==> config.mk <==
export PLATFORM = sky130hd
export DESIGN_NAME = div_clk32m768
export DESIGN_NICKNAME = d
export VERILOG_FILES = /design/src/rtl/div_clk32m768_pkg.sv /design/src/rtl/div_clk32m768.sv
export SDC_FILE = /design/constraint.sdc
export NUM_CORES = 1
export LEC_CHECK = 0
export ABC_AREA = 1
export CORE_MARGIN = 3
export CORE_UTILIZATION = 47
export CTS_CLUSTER_SIZE = 10
export DETAILED_ROUTE_END_ITERATION = 16
export PLACE_DENSITY_LB_ADDON = 0.25
export SETUP_SLACK_MARGIN = 0.1
export SYNTH_ARGS = -nofsm -noshare
export SYNTH_HDL_FRONTEND = slang
export SYNTH_SLANG_ARGS = --single-unit
==> constraint.sdc <==
create_clock -name clk32M768 -period 1.4 [get_ports clk32M768]
set_input_delay 0.14 -clock clk32M768 [delete_from_list [all_inputs] [get_ports clk32M768]]
set_output_delay 0.14 -clock clk32M768 [all_outputs]
set_load 0.1 [all_outputs]
==> src/rtl/div_clk32m768_pkg.sv <==
// ============================================================================
// Module      : div_clk32m768_pkg
// Description : Shared constants for the 32.768 MHz power-of-two clock divider
//               and the Tx/Rx rate calculations that depend on it.
// Revision    : 1.0 - initial release
// ============================================================================
`default_nettype none

package div_clk32m768_pkg;

    localparam int          DIV_STAGES   = 15;
    localparam int unsigned BASE_FREQ_HZ = 32'd32768000;

    // Nominal frequency of the divide-by-2^k output.
    function automatic int unsigned div_freq_hz(input int unsigned k);
        return BASE_FREQ_HZ >> k;
    endfunction

endpackage

`default_nettype wire

==> src/rtl/div_clk32m768.sv <==
// ============================================================================
// Module      : div_clk32m768
// Description : Fifteen phase-aligned 50 % square waves (/2 .. /32768) taken
//               straight from the bits of one free-running down-counter.
// Revision    : 1.0 - initial release
// ============================================================================
`default_nettype none

module div_clk32m768
    import div_clk32m768_pkg::*;
(
    input  logic clk32M768,
    input  logic rst_32M768,
    output logic clk16M384,
    output logic clk8M192,
    output logic clk4M096,
    output logic clk2M048,
    output logic clk1M024,
    output logic clk512K,
    output logic clk256K,
    output logic clk128K,
    output logic clk64K,
    output logic clk32K,
    output logic clk16K,
    output logic clk8K,
    output logic clk4K,
    output logic clk2K,
    output logic clk1K
);

    logic [DIV_STAGES-1:0] r_cnt;

    // Counting down makes every bit rise together when the low bits wrap
    // from zero to all-ones, which is what keeps the rising edges aligned.
    always_ff @(posedge clk32M768 or posedge rst_32M768) begin
        if (rst_32M768) begin
            r_cnt <= '0;
        end else begin
            r_cnt <= r_cnt - 1'b1;
        end
    end

    assign clk16M384 = r_cnt[0];
    assign clk8M192  = r_cnt[1];
    assign clk4M096  = r_cnt[2];
    assign clk2M048  = r_cnt[3];
    assign clk1M024  = r_cnt[4];
    assign clk512K   = r_cnt[5];
    assign clk256K   = r_cnt[6];
    assign clk128K   = r_cnt[7];
    assign clk64K    = r_cnt[8];
    assign clk32K    = r_cnt[9];
    assign clk16K    = r_cnt[10];
    assign clk8K     = r_cnt[11];
    assign clk4K     = r_cnt[12];
    assign clk2K     = r_cnt[13];
    assign clk1K     = r_cnt[14];

endmodule

`default_nettype wire

# After elaboration in Yosys (flattened, before gate mapping)
# Cells that the tools add are included.
[totals]
word_cells = 2
latch_bits = 0
ramBits = 0
register_bits = 15
mem_bits_ro = 0
n_memories = 0
[classes]
addsub = 1
n_bitwise = 0
div = 0
n_lt_le_gt_ge = 0
n_mul = 0
shift = 0
eq_ne = 0
muxes = 0
reduce_logical = 0
[op_table]
columns = ["op", "count"]
rows = [
  ["subtractor 15 x 1 -> 15 bit (second input constant)", 1],
]

# Longest topological paths before layout
[depth]
ltp_word = 1
ltp_mapped = 7
depth_no_buf = 7

# Worst setup path before layout
# No wires, ideal clock.
[synth_timing]
path_kind = "reg2reg"
from = "reg r_cnt[0]"
to = "reg r_cnt[8]"
path_slack_ns = -0.391
t_arrival_ns = 1.628
period_less_slack_ns = 1.791
n_path_buf = 0
stages_incl_launch_ff = 6
cell_sequence = "dfrtp_1 > inv_1 > ha_1 > nand2_2 > nor2_4 > xor2_1"
[synth_via]
elab_chain_cells = 1
[synth_rtl]
columns = ["item", "line_no", "text"]
rows = [
  ["start, declared", "div_clk32m768.sv:31", "logic [DIV_STAGES-1:0] r_cnt;"],
  ["start signal, assigned", "div_clk32m768.sv:39", "r_cnt <= r_cnt - 1'b1;"],
  ["subtractor 15 x 1 -> 15 bit", "div_clk32m768.sv:39", ""],
]
# No other way between the ends.

# Worst setup path in the final report
[layout_timing]
from = "reg r_cnt[2]"
to = "out clk4M096"
[layout_lines]
columns = ["item", "line_no", "text"]
rows = [
  ["end, declared", "div_clk32m768.sv:16", "output logic clk4M096,"],
]
# No word-level cell between the ends.

==> results.yml <==
grt:
  grt_pass1_wl_mm: 2.70
  grt_start_max_net_pins: 16
  grtUsageMet1_pct: 23.8
  first_global_vias: 629
  met3_usage_pct: 5.14
  track_usage_pct: 18.3
  grt_busiest_layer: "met2"
  grt_overflow_total: 0
  grt_util_met2_pct: 28.1
  antenna_found_initial: 0
sta:
  worst_pin_slew_ns: 0.197
  hold_slack_ns: 0.153
  slew_viol_final: 0
  period_share_pct: 89.1
  hold_viol: 0
  rsz0062_at_grt: "true"
  setup_viol: 0
  fin_crit_ns: 1.25
  fin_worst_skew_ns: 0.00216
  finalSetupTns_ns: 0
  clock.fmax_ghz: 0.802
  worst_slack_ns: 0.153
  slew_headroom_pct: 86.9
critical_path:
  crit_path_start: "r_cnt[2]$_DFF_PP0_"
  rr_endpoint: "r_cnt[12]$_DFF_PP0_"
  start_kind: "flop"
  rr_startpoint: "r_cnt[1]$_DFF_PP0_"
  critPathMaxFanout: 5
  crit_path_end: "clk4M096"
  crit_path_end_kind: "output pin"
  reg2reg_depth: 7
  cp.required_ns: 1.26
  critPathArrivalTime_ns: 1.11
  r2r_slack_ns: 0.17
  critPathKind: "flop to output pin"
cells_and_area:
  stdcell_area_um2: 1170
  layout-drive-gt1-share_pct: 43.0
  reg_top3: "r_cnt x15"
  largest_reg_flops: 15
  diodes: 0
  regMostFlops: "r_cnt"
  finalCoreUtilization_pct: 83.8
  area_delta_synth_final_pct: 57.5
  finalNetCount: 118
synth:
  synthDistinctLibCells: 14
  syn-num-nets: 95
  synth_area_per_cell_um2: 8.09
  synthTopCellsByArea: "dfrtp_1 (50%), nand2_1 (15%), inv_1 (6.1%)"
  yosys_warnings: 0
  synth-seq-cells: 15
  ys_seq_area_share_pct: 50.4
  syn_area_um2: 744
  synth_top_area_share_pct: 50.4
  synth_top_area_cell: "dfrtp_1"
  synthCells: 92
floorplanning:
  fp-row-count: 13
  initial_core_util_pct: 53.2
  die-height_um: 45.8
  die_area_um2: 2100
  coreArea_um2: 1400
  pin_count: 17
  die_w_um: 45.8
clock_tree:
  clock_sinks: 15
  clk_pin_slew_ns: 0.09
  cts.hold.buffers_added: 0
  clock_path_buffers: 2
  cts_buffers: 3
  cts_tree: "done"
  clk_latency_ns: 0.28
  htree_levels: 1
  clock-root-buffer: "clkbuf_4"
pwr:
  p_leak_uw: 0.000497
  pwr_density_cell_nw_per_um2: 594
  vdd_ir_drop_max_uv: 444
hold_path:
  min_path_type: "input pin to async pin"
placement:
  gp_congestion: 0.851
  pre_cts_ws_ns: 0.174
  placed_area_um2: 1130
  io_buffers: 16
  hpwl_mm: 1.21
routing:
  num_vias: 663
  vias_per_cell: 5.14
  wl_per_cell_um: 12.4
  drt_first_pass_iters: 4
  drtIter0Drc: 13
  wirelength_mm: 1.60
  drc_errors: 0
  drtAntennaViolNets: 0
flow_run:
  cap_violations: 0
outcome:
  status: "finished, final reports clean"
## kinds of logic (layout without fill, tap and decap cells)
family	after synthesis	in the layout	share of synthesized area (%)
AOI/OAI and AO/OA	1	1	0.672
xor gates and xnor gates	5	5	5.88
adders and majority gates	1	1	1.68
buffers and inverters	12	34	6.05
DFF	15	15	50.4
and+or+nand+nor	58	58	35.3
## synthesized netlist by cell type
library cell,count
or2_2,1
o21ai_0,1
nand3b_1,1
nor2_2,5
ha_1,1
nor2_1,12
xnor2_1,1
dfrtp_1,15
xor2_1,4
nor2_4,2
nand3_1,5
inv_1,12
nand2_1,30
nand2_2,2
## power by group
part           switching [µW]  internal, µW  total, µW
sequential                  0           432        432
clock                     140           111        251
combinational            8.80          4.49       13.3
total                     149           548        697
## timing repair
item | 4_1_cts | 5_1_grt
buffers inserted | 0 | 1
gates resized for setup | 0 | 2
endpoints found under the setup margin | 0 | 5
hold endpoints to repair | 0 | 0
## cell usage in the layout (no fill, tap or decap), drive strengths merged
cell type / netlist / final
ha: 1 / 1
nor2: 19 / 19
nand3b: 1 / 1
clkbuf: 0 / 4
or2: 1 / 1
clkdlybuf4s50: 0 / 1
dfrtp: 15 / 15
buf: 0 / 17
nand2: 32 / 32
xor2: 4 / 4
xnor2: 1 / 1
inv: 12 / 12
nand3: 5 / 5
o21ai: 1 / 1
## how the worst min path moves through the flow
stage	from	to	slack, ns	cells after the start
global route	rst_32M768	r_cnt[3]$_DFF_PP0_	0.19	3
global placement	rst_32M768	r_cnt[8]$_DFF_PP0_	0.46	3
CTS	rst_32M768	r_cnt[8]$_DFF_PP0_	0.17	3
detailed placement	rst_32M768	r_cnt[0]$_DFF_PP0_	0.48	3
finish	rst_32M768	r_cnt[8]$_DFF_PP0_	0.15	3
floorplan	rst_32M768	r_cnt[14]$_DFF_PP0_	0.04	1
## through the flow
stage | std cells | power, µW
after floorplan | 92 | 448
after global placement | 124 | 455
after detailed placement | 124 | 456
after CTS | 128 | 699
after global routing | 129 | 726
final | 129 | 697
## area by class of cell
type	instances	area [µm²]
fillers	81	226
flip-flops and latches	15	403
well taps	15	18.8
repair buffers	18	325
multi-input cells	65	352
clock buffers	4	26.3
inverters	12	47.5
## worst max-delay path: stages (launching register included)
cell and delay [ns]:
dfrtp_4 0.52, buf_4 0.15, buf_12 0.15
## per-layer routing
metal,up-vias,wire length [µm]
met5,-,0
met4,0,12
met3,2,114
met2,30,786
met1,312,686
li1,319,-
No activity file was read; power rests on OpenSTA's default activity.
